### config.mk
export PLATFORM = sky130hd
export DESIGN_NAME = load_store_unit_flat
export DESIGN_NICKNAME = d
export VERILOG_FILES = /design/src/rtl/load_store_unit_if.sv /design/src/rtl/load_store_unit.sv /design/src/flat_wrapper.sv
export SDC_FILE = /design/constraint.sdc
export NUM_CORES = 1
export LEC_CHECK = 0
export BUFFER_PORTS_ARGS = -buffer_cell sky130_fd_sc_hd__buf_2
export CELL_PAD_IN_SITES_DETAIL_PLACEMENT = 0
export CELL_PAD_IN_SITES_GLOBAL_PLACEMENT = 1
export CORE_AREA = 2 2 106 108
export CTS_BUF_LIST = sky130_fd_sc_hd__clkbuf_8
export DETAILED_ROUTE_END_ITERATION = 8
export DIE_AREA = 0 0 108 110
export PLACE_DENSITY = 0.89
export SLEW_MARGIN = 20
export SYNTH_ARGS = -nofsm -noshare
export SYNTH_HDL_FRONTEND = slang
export SYNTH_SLANG_ARGS = --single-unit
### constraint.sdc
create_clock -name clk -period 3 [get_ports clk]
set_clock_uncertainty 0.2 [all_clocks]
set_input_delay 0.15 -clock clk [delete_from_list [all_inputs] [get_ports clk]]
set_output_delay 0.15 -clock clk [all_outputs]
set_load 0.02 [all_outputs]
### src/rtl/load_store_unit_if.sv
// load_store_unit_if
//   Bundles the three request/memory/response channels of the load/store unit.
//   Parameters: ADDRESS_WIDTH (byte address width of the RAM port),
//               DATA_WIDTH (word width, 32).
//   Core side : req_valid/req_ready handshake, req_we, req_funct3, req_addr, req_wdata.
//   RAM side  : mem_addr, mem_be, mem_wdata, mem_we out; mem_rdata back (one-cycle RAM).
//   Response  : rsp_valid pulse with rsp_rdata and rsp_err.
//   Modports  : slave  = the load/store unit
//               master = the environment (core plus RAM)
interface load_store_unit_if #(
  parameter int ADDRESS_WIDTH = 10,
  parameter int DATA_WIDTH    = 32
);
  logic                     req_valid;
  logic                     req_ready;
  logic                     req_we;
  logic [2:0]               req_funct3;
  logic [31:0]              req_addr;
  logic [DATA_WIDTH-1:0]    req_wdata;

  logic [ADDRESS_WIDTH-1:0] mem_addr;
  logic [3:0]               mem_be;
  logic [DATA_WIDTH-1:0]    mem_wdata;
  logic                     mem_we;
  logic [DATA_WIDTH-1:0]    mem_rdata;

  logic                     rsp_valid;
  logic [DATA_WIDTH-1:0]    rsp_rdata;
  logic                     rsp_err;

  modport slave (
    input  req_valid, req_we, req_funct3, req_addr, req_wdata,
    output req_ready,
    output mem_addr, mem_be, mem_wdata, mem_we,
    input  mem_rdata,
    output rsp_valid, rsp_rdata, rsp_err
  );

  modport master (
    output req_valid, req_we, req_funct3, req_addr, req_wdata,
    input  req_ready,
    input  mem_addr, mem_be, mem_wdata, mem_we,
    output mem_rdata,
    input  rsp_valid, rsp_rdata, rsp_err
  );
endinterface

### src/rtl/load_store_unit.sv
// load_store_unit
//   Single-outstanding RISC-V style load/store unit in front of a RAM with a
//   registered (one-cycle) read port. Four-state FSM IDLE -> ISSUE ->
//   (CAPTURE for loads) -> RESP -> IDLE; req_ready is high only in IDLE.
//   Ports:
//     clk    - rising-edge clock
//     reset  - synchronous, active-high; abandons any in-flight access
//     bus    - load_store_unit_if.slave (request, RAM and response channels)
//   Latency from the acceptance edge: store response after edge 2, load
//   response after edge 3, trapped misaligned access after edge 1.
//   Build option: define LSU_MISALIGN_TRAP_EN to answer misaligned H/W
//   accesses with rsp_err=1 and no memory cycle; otherwise the low address
//   bits are forced to alignment and rsp_err is tied 0.
module load_store_unit #(
  parameter int ADDRESS_WIDTH = 10,
  parameter int DATA_WIDTH    = 32
) (
  input  logic            clk,
  input  logic            reset,
  load_store_unit_if.slave bus
);

  typedef enum logic [1:0] {IDLE, ISSUE, CAPTURE, RESP} state_t;

  state_t                   state;

  // Request fields held for the lifetime of one access (data, no reset).
  logic                     we_q;
  logic [2:0]               funct3_q;
  logic [1:0]               off_q;

  // Registered outputs.
  logic [ADDRESS_WIDTH-1:0] mem_addr_r;
  logic [3:0]               mem_be_r;
  logic [DATA_WIDTH-1:0]    mem_wdata_r;
  logic                     mem_we_r;
  logic                     rsp_valid_r;
  logic [DATA_WIDTH-1:0]    rsp_rdata_r;

  // Address bits above the RAM window are deliberately dropped (wrap-around).
  logic                     unused_addr_hi;
  assign unused_addr_hi = ^bus.req_addr[31:ADDRESS_WIDTH];

  // funct3[1:0]: 00 byte, 01 halfword, anything else word (covers 011/110/111).
  // funct3[2] selects zero-extension for the sub-word sizes.
  function automatic logic [1:0] align_off(input logic [2:0] f3, input logic [1:0] off);
    case (f3[1:0])
      2'b00:   return off;
      2'b01:   return {off[1], 1'b0};
      default: return 2'b00;
    endcase
  endfunction

  function automatic logic [3:0] lane_en(input logic [2:0] f3, input logic [1:0] off);
    case (f3[1:0])
      2'b00:   return 4'b0001 << off;
      2'b01:   return 4'b0011 << off;
      default: return 4'b1111;
    endcase
  endfunction

  // Replicating across every lane lets the byte enables alone pick the target.
  function automatic logic [31:0] store_lanes(input logic [2:0] f3, input logic [31:0] wd);
    case (f3[1:0])
      2'b00:   return {4{wd[7:0]}};
      2'b01:   return {2{wd[15:0]}};
      default: return wd;
    endcase
  endfunction

  function automatic logic [31:0] load_fmt(input logic [2:0] f3, input logic [1:0] off,
                                           input logic [31:0] rd);
    logic signed [7:0]  b;
    logic signed [15:0] h;
    logic signed [31:0] ext;
    b = rd[{off, 3'b000} +: 8];
    h = off[1] ? rd[31:16] : rd[15:0];
    case (f3[1:0])
      2'b00: begin
        if (f3[2]) ext = {24'd0, b};
        else       ext = b;
      end
      2'b01: begin
        if (f3[2]) ext = {16'd0, h};
        else       ext = h;
      end
      default: ext = rd;
    endcase
    return ext;
  endfunction

`ifdef LSU_MISALIGN_TRAP_EN
  function automatic logic misaligned(input logic [2:0] f3, input logic [1:0] off);
    case (f3[1:0])
      2'b00:   return 1'b0;
      2'b01:   return off[0];
      default: return off != 2'b00;
    endcase
  endfunction

  logic rsp_err_r;
  logic trap_now;
  assign trap_now = misaligned(bus.req_funct3, bus.req_addr[1:0]);
`else
  logic trap_now;
  assign trap_now = 1'b0;
`endif

  // Request capture (data only).
  always_ff @(posedge clk) begin
    if (state == IDLE && bus.req_valid) begin
      we_q     <= bus.req_we;
      funct3_q <= bus.req_funct3;
      off_q    <= align_off(bus.req_funct3, bus.req_addr[1:0]);
    end
  end

  // FSM and registered outputs. rsp_valid follows the RESP state by one edge,
  // which sets the store/load/trap latencies to 2/3/1 edges after acceptance.
  always_ff @(posedge clk) begin
    if (reset) begin
      state       <= IDLE;
      mem_addr_r  <= '0;
      mem_be_r    <= '0;
      mem_wdata_r <= '0;
      mem_we_r    <= 1'b0;
      rsp_valid_r <= 1'b0;
      rsp_rdata_r <= '0;
`ifdef LSU_MISALIGN_TRAP_EN
      rsp_err_r   <= 1'b0;
`endif
    end else begin
      rsp_valid_r <= (state == RESP);
      case (state)
        IDLE: begin
          if (bus.req_valid) begin
            rsp_rdata_r <= '0;
`ifdef LSU_MISALIGN_TRAP_EN
            rsp_err_r   <= trap_now;
`endif
            if (trap_now) begin
              state <= RESP;
            end else begin
              mem_addr_r  <= {bus.req_addr[ADDRESS_WIDTH-1:2], 2'b00};
              mem_be_r    <= lane_en(bus.req_funct3,
                                     align_off(bus.req_funct3, bus.req_addr[1:0]));
              mem_wdata_r <= store_lanes(bus.req_funct3, bus.req_wdata);
              mem_we_r    <= bus.req_we;
              state       <= ISSUE;
            end
          end
        end
        ISSUE: begin
          // The write strobe was seen by the RAM on this edge; drop it now.
          mem_we_r <= 1'b0;
          mem_be_r <= 4'b0000;
          state    <= we_q ? RESP : CAPTURE;
        end
        CAPTURE: begin
          rsp_rdata_r <= load_fmt(funct3_q, off_q, bus.mem_rdata);
          state       <= RESP;
        end
        default: begin
          state <= IDLE;
        end
      endcase
    end
  end

  assign bus.req_ready = (state == IDLE);
  assign bus.mem_addr  = mem_addr_r;
  assign bus.mem_be    = mem_be_r;
  assign bus.mem_wdata = mem_wdata_r;
  assign bus.mem_we    = mem_we_r;
  assign bus.rsp_valid = rsp_valid_r;
  assign bus.rsp_rdata = rsp_rdata_r;
`ifdef LSU_MISALIGN_TRAP_EN
  assign bus.rsp_err   = rsp_err_r;
`else
  assign bus.rsp_err   = 1'b0;
`endif

endmodule

### src/flat_wrapper.sv
// flat-port wrapper written by rule: the top's interface ports become plain ports
module load_store_unit_flat 
#(
  parameter int ADDRESS_WIDTH = 10,
  parameter int DATA_WIDTH    = 32
)
  (clk, reset, bus_req_valid, bus_req_we, bus_req_funct3, bus_req_addr, bus_req_wdata, bus_req_ready, bus_mem_addr, bus_mem_be, bus_mem_wdata, bus_mem_we, bus_mem_rdata, bus_rsp_valid, bus_rsp_rdata, bus_rsp_err);
  load_store_unit_if #(.ADDRESS_WIDTH(ADDRESS_WIDTH), .DATA_WIDTH(DATA_WIDTH)) bus_i ();
  input  logic clk;
  input  logic reset;
  input wire logic [$bits(bus_i.req_valid)-1:0] bus_req_valid;
  input wire logic [$bits(bus_i.req_we)-1:0] bus_req_we;
  input wire logic [$bits(bus_i.req_funct3)-1:0] bus_req_funct3;
  input wire logic [$bits(bus_i.req_addr)-1:0] bus_req_addr;
  input wire logic [$bits(bus_i.req_wdata)-1:0] bus_req_wdata;
  output wire logic [$bits(bus_i.req_ready)-1:0] bus_req_ready;
  output wire logic [$bits(bus_i.mem_addr)-1:0] bus_mem_addr;
  output wire logic [$bits(bus_i.mem_be)-1:0] bus_mem_be;
  output wire logic [$bits(bus_i.mem_wdata)-1:0] bus_mem_wdata;
  output wire logic [$bits(bus_i.mem_we)-1:0] bus_mem_we;
  input wire logic [$bits(bus_i.mem_rdata)-1:0] bus_mem_rdata;
  output wire logic [$bits(bus_i.rsp_valid)-1:0] bus_rsp_valid;
  output wire logic [$bits(bus_i.rsp_rdata)-1:0] bus_rsp_rdata;
  output wire logic [$bits(bus_i.rsp_err)-1:0] bus_rsp_err;
  assign bus_i.req_valid = bus_req_valid;
  assign bus_i.req_we = bus_req_we;
  assign bus_i.req_funct3 = bus_req_funct3;
  assign bus_i.req_addr = bus_req_addr;
  assign bus_i.req_wdata = bus_req_wdata;
  assign bus_req_ready = bus_i.req_ready;
  assign bus_mem_addr = bus_i.mem_addr;
  assign bus_mem_be = bus_i.mem_be;
  assign bus_mem_wdata = bus_i.mem_wdata;
  assign bus_mem_we = bus_i.mem_we;
  assign bus_i.mem_rdata = bus_mem_rdata;
  assign bus_rsp_valid = bus_i.rsp_valid;
  assign bus_rsp_rdata = bus_i.rsp_rdata;
  assign bus_rsp_err = bus_i.rsp_err;
  load_store_unit #(.ADDRESS_WIDTH(ADDRESS_WIDTH), .DATA_WIDTH(DATA_WIDTH)) u_core (.clk(clk), .reset(reset), .bus(bus_i));
endmodule
==> summary.md, run 1 <==
| Metric | Value |
|---|---|
| Pwr Density | 705 mW/mm^2 |
| Most frequent cells in the layout | buf_2, nand2_1, dfxtp_1, dlygate4sd3_1, o21ai_0 |
| Syn Area/Cell | 8.85 sq um |
| Area leader, netlist | dfxtp_1 |
| Reg2reg setup slack | 0.52 ns |
| Layout net count | between 700 and 800 |
| Max clock buf depth | 2 |
| Achievable frequency | about 400 MHz |
| VDD IR max | approximately 0.32 mV |
| CP Class | register to register |
| Routed WL per cell | between 15 and 20 microns |
| Worst min path class | primary input to register |
| RSZ-0062 raised after global routing | false |
| Clk sinks | 86 |
| Top post-synthesis cells by area | dfxtp_1, nand2_1, mux2i_1 |
| Fraction of layout cells with a size suffix above 1 | 28.9% |
| Root Buffer | clkbuf_8 |
| DPL Wire Length | 8160 microns |
| Reg-to-Reg End | u_core.bus.mem_wdata[11] |
| Yosys warnings | 0 |
| Worst-Margin Slew | 0.807 ns |
| Crit path launch type | register |
| Initial drt markers | 243 |
| GR Util All Layers | ~22% |
| CTS resizes | 0 |
| Commonest non-fill, non-tap cell in the layout | buf_2 |
| Pre-CTS WS | 0.645 ns |
| Largest net degree at the start of global routing | 54 |
| Boundary pin count | 185 |
| Fin Hold WS | 0.0480 ns |
| Total of max-cap violations | 0 |
| Outcome | complete, no violations |
| Crit Path Max Fanout | 53 |
| Initial Utilization | 36.1% |
| Gp weighted congestion | 0.848 |
| Worst reg2reg startpoint | u_core.state[1] |
| Unique masters post-synth | 35 |
| Vias post-DR | between 4000 and 5000 |
| Ant diodes | 0 |
| CP required | 3.11 ns |
| Final ANT Viol Nets | 0 |
| Die area | 0.0119 sq mm |
| Final TNS setup | 0 ns |
| Later-pin clock latency in the skew report | ~0.37 ns |
| Worst-path clk slew | 0.08 ns |
| Part of the cycle the worst path needs | a little over 80% |
| Final hold vios | 0 |
| CP endpoint kind | register |
| Seq/Total Area, Yosys | a little under half |
| # hold bufs at CTS | 78 |
| WL final | 12700 microns |
| Share of the synthesized area in the top cell type | 41.4% |
| P_leak | 2.62 nW |
| Vias per Instance | approximately 5 |
| DIE WIDTH | 108 microns |
| FILL cells | between 900 and 1000 |
| Final slew viol count | 0 |
| First-pass GRT wire length | 20000 microns |
| Rel. slew slack | between 40% and 50% |
| # port buffers | between 150 and 200 |
| Vias in the first global route | roughly 4000 |
| Worst Setup SP | u_core.state[1] |
| Worst Slack Setup Final | approximately 0.52 ns |
| Core ar. | 0.0107 sq mm |
| Post-CTS Setup Inserts | 0 |
| Total grt overflow | 0 |
| Die Y-Extent | 110 microns |
| # DRC | 0 |
| CTS tree | built |
| Final min period | 2.48 ns |
| Cells after synthesis | between 400 and 500 |
| First-pass detailed-route iteration total | 4 |
| Initial antenna violation count | 0 |
| CP arrival | 2.59 ns |
| Critical path destination | u_core.bus.mem_wdata[11] |
| CTS Buf Count | 9 |
| Row count | 38 |
| Syn-to-layout area delta | 47.6% |
| Setup violators final | 0 |
| Post-Syn Area | 0.00387 sq mm |
| Seq cells post-synth | 86 |
| Max H-tree Level | 3 |
| Reg2reg path depth | 8 |
## layout make-up
type,count,area (sq um),share of cell area [%]
Sequential cell,86,1780,31.2
Clock inverter,5,45.0,0.789
Timing Repair Buffer,244,1640,28.8
Multi-Input combinational cell,311,1890,33.2
Clock buffer,11,151,2.65
Inverter,5,18.8,0.329
Tap cell,140,175,3.07
## synthesized netlist by cell type
cell and number:
a211oi_1 9, a21oi_1 26, a221o_1 7, a221oi_4 1, a22o_1 1, a22oi_1 22
a311oi_1 8, a32o_1 8, and2_1 7, and3_1 1, buf_2 10, buf_4 4
buf_6 2, clkbuf_1 21, conb_1 1, dfxtp_1 80, edfxtp_1 6, ha_1 4
inv_1 5, mux2_2 7, mux2_4 2, mux2i_1 24, nand2_1 82, nand2b_1 12
nand3b_1 1, nor2_1 29, nor2b_1 4, nor3_1 10, nor3b_1 1, o211ai_1 3
o21ai_0 35, o21ai_2 1, o21bai_1 1, or3_1 1, or4_4 1
## sequential cells by signal, indices dropped and copies added (netlist names)
name / flops
u_core.bus.mem_be: 4
u_core.state: 2
u_core.bus.mem_we: 1
u_core.bus.mem_addr: 8
u_core.bus.mem_wdata: 32
u_core.bus.rsp_rdata: 32
u_core.bus.rsp_valid: 1
u_core.funct3_q: 3
u_core.off_q: 2
u_core.we_q: 1
## logic make-up after synthesis
family                     Yosys count  synth area share [%]
buffers and inverters               42                  5.18
AOI/OAI and AO/OA                  122                  21.5
and+or+nand+nor                    149                  16.8
muxes                               33                  9.03
DFF                                 86                  46.1
other                                1                0.0970
adders and majority gates            4                  1.29
## routing by layer
metal  track usage [%]  part of all wire (%)  wire length, microns
met4              11.1                   2.6                   330
met2              36.6                    47                  5990
met5                 0                     0                     0
met3              5.64                   9.6                  1220
met1              25.1                    41                  5190
## metrics by stage
stage | cells | area, sq um | util [%] | power (mW)
global placement | 708 | 4730 | 44.2 | 3.09
CTS | 802 | 5710 | 53.3 | 4.04
floorplan | 439 | 3870 | - | 2.62
finish | 802 | 5710 | 53.3 | 4.02
global route | 802 | 5710 | 53.3 | 4.27
detailed placement | 708 | 4730 | 44.2 | 3.12
## report_power, final
| part | leakage [nW] | total [mW] | switching [mW] | internal (mW) |
|---|---|---|---|---|
| sequential | 0.710 | 1.56 | 0.169 | 1.39 |
| combinational | 1.79 | 1.63 | 1.01 | 0.613 |
| clock | 0.115 | 0.834 | 0.414 | 0.420 |
## how the worst min path moves through the flow
stage | to | depth (start not counted) | from
floorplan | u_core.funct3_q[0] | 0 | bus_req_funct3[0]
detailed placement | u_core.funct3_q[2] | 1 | bus_req_funct3[2]
global route | u_core.funct3_q[0] | 1 | bus_req_funct3[0]
finish | u_core.bus.mem_wdata[6] | 2 | reset
CTS | u_core.bus.mem_wdata[6] | 2 | reset
global placement | u_core.funct3_q[2] | 1 | bus_req_funct3[2]
## worst max-delay path, stage by stage, from the launching register on
cell and delay [ns]:
dfxtp_1 0.34, inv_1 0.10, ha_1 0.27, nand2_1 0.11
inv_2 0.22, buf_12 0.27, nor2_1 0.07, a311oi_1 0.25
dlygate4sd3_1 0.58
No activity file was read; power rests on OpenSTA's default activity.
==> run 2: changes to the inputs <==
- CORE_AREA: 2 2 106 108 -> 2 2 115 117
- DIE_AREA: 0 0 108 110 -> 0 0 117 119
- PLACE_DENSITY: 0.89 -> 0.81
- clock period: 3 -> 2.2 ns (I/O delays scaled with it)
==> run 2 against run 1 <==
  * Global-route usage down 3.0 points
  * Maximum frequency up 19%
  * First-iteration DRC count down 34%
  * Critical path type unchanged
  * Largest power group unchanged
  * Sequential power up 35%
==> summary.md, run 2 (synthesized netlist as in run 1, its figures left out) <==
| Metric | Value |
|---|---|
| Outcome | complete, no violations (unchanged) |
| Placed standard-cell area | 0.00483 sq mm (was 0.00473 sq mm) |
| Final hold vios | 0 (unchanged) |
| Crit Path Max Fanout | 9 (was 53) |
| Clk sinks | 86 (unchanged) |
| First-pass detailed-route iteration total | 5 (was 4) |
| Vias post-DR | 4097 (was 4024) |
| Boundary pin count | 185 (unchanged) |
| Post-CTS Setup Inserts | 0 (unchanged) |
| Core ar. | 0.0129 sq mm (was 0.0107 sq mm) |
| CTS tree | built (unchanged) |
| Later-pin clock latency in the skew report | 0.37 ns (about the same) |
| WL final | 12900 microns (was 12700 microns) |
| Layout net count | 771 (was 764) |
| Total grt overflow | 0 (unchanged) |
| Worst-Margin Slew | 0.676 ns (was 0.807 ns) |
| Gp weighted congestion | 0.843 (was 0.848) |
| Die area | 0.0139 sq mm (was 0.0119 sq mm) |
| CTS Buf Count | 9 (unchanged) |
| Worst-path clk slew | 0.09 ns (was 0.08 ns) |
| WP buf/inv | 0 (was 4) |
| Crit path max-delay family | compound AO/OA/AOI/OAI gates (was buffers and inverters) |
| CP Cell Sequence | mux2_4 -> a221oi_4 -> nand2_1 -> a32o_1 (was inv_1 -> ha_1 -> nand2_1 -> inv_2 -> buf_12 -> nor2_1 -> a311oi_1 -> dlygate4sd3_1) |
| Final min period | 2.09 ns (was 2.48 ns) |
| Root Buffer | clkbuf_8 (unchanged) |
| DIE WIDTH | 117 microns (was 108 microns) |
| Total of max-cap violations | 0 (unchanged) |
| P_leak | 2.65 nW (was 2.62 nW) |
| Final ANT Viol Nets | 0 (unchanged) |
| Final slew viol count | 0 (unchanged) |
| CP arrival | 2.15 ns (was 2.59 ns) |
| Ant diodes | 0 (unchanged) |
| CP Class | register to register (unchanged) |
| Pwr Density | 986 mW/mm^2 (was 705 mW/mm^2) |
| Vias in the first global route | 4185 (was 4033) |
| Commonest non-fill, non-tap cell in the layout | buf_2 (unchanged) |
| VDD IR max | 0.390 mV (was 0.323 mV) |
| Row count | 42 (was 38) |
| Max clock buf depth | 2 (unchanged) |
| Max H-tree Level | 3 (unchanged) |
| Crit path largest cell delay | 0.55 ns (was 0.58 ns) |
| Routed WL per cell | 15.3 microns (was 15.9 microns) |
| First-pass GRT wire length | 20400 microns (was 20000 microns) |
| Setup violators final | 0 (unchanged) |
| # DRC | 0 (unchanged) |
| Most frequent cells in the layout | buf_2, nand2_1, dfxtp_1, dlygate4sd3_1, o21ai_0 (unchanged) |
| CP required | 2.27 ns (was 3.11 ns) |
| CP endpoint kind | register (unchanged) |
| Fraction of layout cells with a size suffix above 1 | 30.8% (was 28.9%) |
| Final TNS setup | 0 ns (unchanged) |
| Part of the cycle the worst path needs | 94.8% (was 82.6%) |
| Critical-path top delay cell | edfxtp_1 (was dlygate4sd3_1) |
| GR Util All Layers | 18.6% (was 21.5%) |
| Syn-to-layout area delta | 51.3% (was 47.6%) |
| Worst min path class | primary input to register (unchanged) |
| Initial Utilization | 30.0% (was 36.1%) |
| Largest net degree at the start of global routing | 40 (was 54) |
| Initial drt markers | 161 (was 243) |
| # port buffers | 159 (unchanged) |
| DPL Wire Length | 8920 microns (was 8160 microns) |
| Rel. slew slack | 54.8% (was 46.2%) |
| Crit path launch type | register (unchanged) |
| Initial antenna violation count | 0 (unchanged) |
| Fin area | 0.00585 sq mm (was 0.00571 sq mm) |
| Die Y-Extent | 119 microns (was 110 microns) |
| Achievable frequency | 479 MHz (was 404 MHz) |
| Vias per Instance | 4.85 (was 5.02) |
run 2: cell count changes in the layout (fill, tap and decap cells not counted), sizes merged:
cell and change:
buf +8, inv -3, bufinv +2, clkbuf -2
clkinv +2, dlygate4sd3 -1
run 2: metal layers:
layer / routed length [microns] / GRT usage, % / vias up
li1: - / - / 1993
met4: 257 / 7.65 / 0
met2: 6260 / 32.2 / 152
met5: 0 / 0 / -
met3: 934 / 4.89 / 18
met1: 5430 / 21.4 / 1934
run 2: repair_timing:
item                                   4_1_cts  5_1_grt
setup endpoints to repair                   16       31
endpoints found under the hold margin       82        0
hold buffers                                77        0
gates resized for setup                      1        3
run 2: per-stage QoR:
stage	power (mW)	hold slack, ns	util (%)	setup WS (ns)	std cells
2_1_floorplan	3.58	0.00887	-	0.0423	439
3_3_place_gp	4.27	0.119	37.5	-0.00304	752
3_5_place_dp	4.34	0.127	37.5	-0.0841	752
4_1_cts	5.81	0.00782	45.4	0.0631	844
5_1_grt	6.14	0.0304	45.4	-0.0104	844
6_report	5.76	0.0237	45.4	0.114	844
run 2: path summary, 6_finish.rpt:
check | cells after the start | startpoint | endpoint | slack [ns]
setup / recovery | 4 | u_core.off_q[1] | u_core.bus.rsp_rdata[14] | 0.11
hold / removal | 1 | bus_req_funct3[0] | u_core.funct3_q[0] | 0.02
setup reg to reg | 4 | u_core.off_q[1] | u_core.bus.rsp_rdata[14] | 0.11
hold reg to reg | 2 | u_core.bus.mem_wdata[2] | u_core.bus.mem_wdata[2] | 0.26
run 2: layout make-up:
type / instances / area (sq um)
clock buffers: 9 / 124
clock inverters: 6 / 110
fillers: 1235 / 7030
inverters: 5 / 18.8
multi-input cells: 311 / 1900
flip-flops and latches: 86 / 1780
well taps: 176 / 220
repair buffers: 251 / 1690
run 2: where the power goes:
group          internal, mW  switching (mW)  total, mW
Clock                 0.749           0.596       1.34
Combinational         0.884            1.43       2.32
Sequential             1.90           0.198       2.10
Total                  3.54            2.23       5.76
==> run 3: changes to the inputs <==
- ABC_AREA: not set -> 1
- CORE_AREA: 2 2 115 117 -> 2 2 120 122
- DIE_AREA: 0 0 117 119 -> 0 0 122 124
- GPL_ROUTABILITY_DRIVEN: not set -> 0
==> run 3 against run 2 <==
  * Critical path depth is 3 higher
  * Critical endpoint is now u_core.bus.mem_wdata[24]
  * Global-route usage is 0.55 points lower
  * Register-to-register slack better by 0.02 ns
  * Synthesized area is 5.9% higher
  * Highest routed layer unchanged
  * Sequential cell count stayed put
  * Sequential share of layout area is 1.2 points lower
  * Sequential power is 3% higher
==> summary.md, run 3 <==
| Metric | Value |
|---|---|
| Syn-to-layout area delta | 48.7% (was 51.3%) |
| Crit path largest cell delay | 0.57 ns (was 0.55 ns) |
| Routed WL per cell | 13.6 microns (was 15.3 microns) |
| Area leader, netlist | dfxtp_1 (unchanged) |
| CTS Buf Count | 9 (unchanged) |
| First-pass GRT wire length | 21500 microns (was 20400 microns) |
| Achievable frequency | 484 MHz (was 479 MHz) |
| Root Buffer | clkbuf_8 (unchanged) |
| Seq/Total Area, Yosys | 43.5% (was 46.1%) |
| Pwr Density | 987 mW/mm^2 (was 986 mW/mm^2) |
| Core ar. | 0.0137 sq mm (was 0.0129 sq mm) |
| Total grt overflow | 0 (unchanged) |
| Reg2reg path depth | 7 (was 4) |
| Post-Syn Area | 0.00409 sq mm (was 0.00387 sq mm) |
| Layout Utilization | 44.4% (was 45.4%) |
| Most frequent cells after synthesis | nand2_1, dfxtp_1, nor2_1, a21oi_1 (was nand2_1, dfxtp_1, o21ai_0, nor2_1, a21oi_1) |
| Crit Path Max Fanout | 23 (was 9) |
| Most common cell in the netlist | nand2_1 (unchanged) |
| Outcome | complete, no violations (unchanged) |
| Later-pin clock latency in the skew report | 0.37 ns (about the same) |
| Share of the synthesized area in the top cell type | 39.1% (was 41.4%) |
| Worst reg2reg startpoint | u_core.state[0] (was u_core.off_q[1]) |
| Critical-path top delay cell | dlygate4sd3_1 (was edfxtp_1) |
| Yosys warnings | 0 (unchanged) |
| DPL Wire Length | 8880 microns (was 8920 microns) |
| Initial Utilization | 29.8% (was 30.0%) |
| Max clock buf depth | 2 (unchanged) |
| Fin Hold WS | 0.0315 ns (was 0.0237 ns) |
| Unique masters post-synth | 29 (was 35) |
| First-pass detailed-route iteration total | 4 (was 5) |
| Initial drt markers | 259 (was 161) |
| Most frequent cells in the layout | nand2_1, buf_2, dlygate4sd3_1, dfxtp_1, nor2_1 (was buf_2, nand2_1, dfxtp_1, dlygate4sd3_1, o21ai_0) |
| FILL cells | 1455 (was 1235) |
| Critical path destination | u_core.bus.mem_wdata[24] (was u_core.bus.rsp_rdata[14]) |
| # port buffers | 159 (unchanged) |
| Worst Setup SP | u_core.state[0] (was u_core.off_q[1]) |
| Post-synth top flop | dfxtp_1 (unchanged) |
| Boundary pin count | 185 (unchanged) |
| DIE WIDTH | 122 microns (was 117 microns) |
| Cells after synthesis | 581 (was 437) |
| Post-synth EDFFs | 6 (unchanged) |
| Die area | 0.0151 sq mm (was 0.0139 sq mm) |
| Largest net degree at the start of global routing | 60 (was 40) |
| Fin area | 0.00609 sq mm (was 0.00585 sq mm) |
| Worst min path class | primary input to register (unchanged) |
| Layout net count | 920 (was 771) |
| Clk sinks | 86 (unchanged) |
| Commonest non-fill, non-tap cell in the layout | nand2_1 (was buf_2) |
| Final hold vios | 0 (unchanged) |
| P_leak | 2.96 nW (was 2.65 nW) |
| CTS tree | built (unchanged) |
| Total of max-cap violations | 0 (unchanged) |
| Worst-Margin Slew | 0.531 ns (was 0.676 ns) |
| Seq cells post-synth | 86 (unchanged) |
| CP Class | register to register (unchanged) |
| Asr flop ratio synth | 0% (unchanged) |
| CP required | 2.29 ns (was 2.27 ns) |
| Syn Area/Cell | 7.05 sq um (was 8.85 sq um) |
| Top post-synthesis cells by area | dfxtp_1, nand2_1, nor2_1 (was dfxtp_1, nand2_1, mux2i_1) |
| Max H-tree Level | 3 (unchanged) |
| Ant diodes | 0 (unchanged) |
| Vias post-DR | 4577 (was 4097) |
| CP arrival | 2.16 ns (was 2.15 ns) |
| Post-CTS Setup Inserts | 0 (unchanged) |
| # DRC | 0 (unchanged) |
| Part of the cycle the worst path needs | 93.9% (was 94.8%) |
| Row count | 43 (was 42) |
| Initial antenna violation count | 0 (unchanged) |
| Reg2reg setup slack | 0.13 ns (was 0.11 ns) |
| Total power draw | 6.01 mW (was 5.76 mW) |
| Fraction of layout cells with a size suffix above 1 | 25.8% (was 30.8%) |
| Vias in the first global route | 4491 (was 4185) |
| CP endpoint kind | register (unchanged) |
| Vias per Instance | 4.59 (was 4.85) |
| VDD IR max | 0.454 mV (was 0.390 mV) |
| Setup violators final | 0 (unchanged) |
| CP Cell Sequence | inv_1 -> ha_1 -> nand2_2 -> buf_6 -> a21oi_1 -> dlygate4sd3_1 -> a31oi_1 (was mux2_4 -> a221oi_4 -> nand2_1 -> a32o_1) |
| GR Util All Layers | 18.0% (was 18.6%) |
| Reg-to-Reg End | u_core.bus.mem_wdata[24] (was u_core.bus.rsp_rdata[14]) |
| Final min period | 2.07 ns (was 2.09 ns) |
| Rel. slew slack | 64.6% (was 54.8%) |
| Final cell count without fillers | 998 (was 844) |
| Die Y-Extent | 124 microns (was 119 microns) |
| WL final | 13600 microns (was 12900 microns) |
| Cells after DPL | 897 (was 752) |
| Final slew viol count | 0 (unchanged) |
| Worst-path clk slew | 0.08 ns (was 0.09 ns) |
| Placed standard-cell area | 0.00505 sq mm (was 0.00483 sq mm) |
| Final ANT Viol Nets | 0 (unchanged) |
| Crit path launch type | register (unchanged) |
==> run 3: final cells by class <==
type,count,area [sq um],area share [%]
clock buffer,11,151,2.49
clock inverter,5,28.8,0.473
inverter,43,166,2.73
multi-input combinational,417,1970,32.3
sequential,86,1780,29.3
tap,180,225,3.70
timing repair buffer,256,1770,29.0
==> run 3: how the worst min path moves through the flow <==
stage | cells past startpoint | startpoint | end | slack, ns
after detailed placement | 1 | bus_req_funct3[2] | u_core.funct3_q[2] | 0.09
after global routing | 5 | bus_req_funct3[1] | u_core.bus.mem_wdata[20] | 0.04
after global placement | 1 | bus_req_funct3[2] | u_core.funct3_q[2] | 0.09
after floorplan | 0 | bus_req_funct3[0] | u_core.funct3_q[0] | 0.009
final | 5 | bus_req_funct3[1] | u_core.bus.mem_wdata[18] | 0.03
after CTS | 5 | bus_req_funct3[1] | u_core.bus.mem_wdata[17] | 0.006
==> run 3: layer usage <==
metal,global-route usage [%],routed length [microns],vias up
li1,-,-,2339
met1,21.8,6180,2066
met2,30.6,6230,155
met3,5.22,967,17
met4,6.39,185,0
met5,0,0,-
==> run 3: worst max-delay path, delay by kind of cell (launching register included) <==
| kind | cells | cell delay (ns) |
|---|---|---|
| adders and majority gates | 1 | 0.25 |
| buffers and inverters | 3 | 0.87 |
| and+or+nand+nor | 1 | 0.11 |
| DFF | 1 | 0.36 |
| AOI/OAI and AO/OA | 2 | 0.20 |
==> run 3: stage by stage <==
step	setup TNS, ns	setup slack, ns
finish	0	0.134
global route	-0.000389	-0.000389
CTS	0	0.0792
detailed placement	0	0.314
global placement	0	0.350
floorplan	0	0.261
==> run 3: timing repair <==
item                                    4_1_cts  5_1_grt
gates resized for setup                       0        1
endpoints found under the setup margin        0        4
endpoints found under the hold margin        83        0
hold buffers                                 85        0
==> run 3: cells by family (layout without fill, tap and decap cells) <==
logic type	after synthesis	after routing	share of synthesized area, %
other	1	3	0.0916
buffers and inverters	80	315	8.56
and+or+nand+nor	290	290	29.4
adders and majority gates	4	4	1.22
AOI/OAI and AO/OA	120	120	17.2
DFF	86	86	43.5
==> run 3: power breakdown <==
group | leakage [nW] | switching, mW | internal, mW
Clock | 0.0979 | 0.577 | 0.465
Combinational | 2.15 | 1.81 | 1.01
Sequential | 0.713 | 0.192 | 1.97
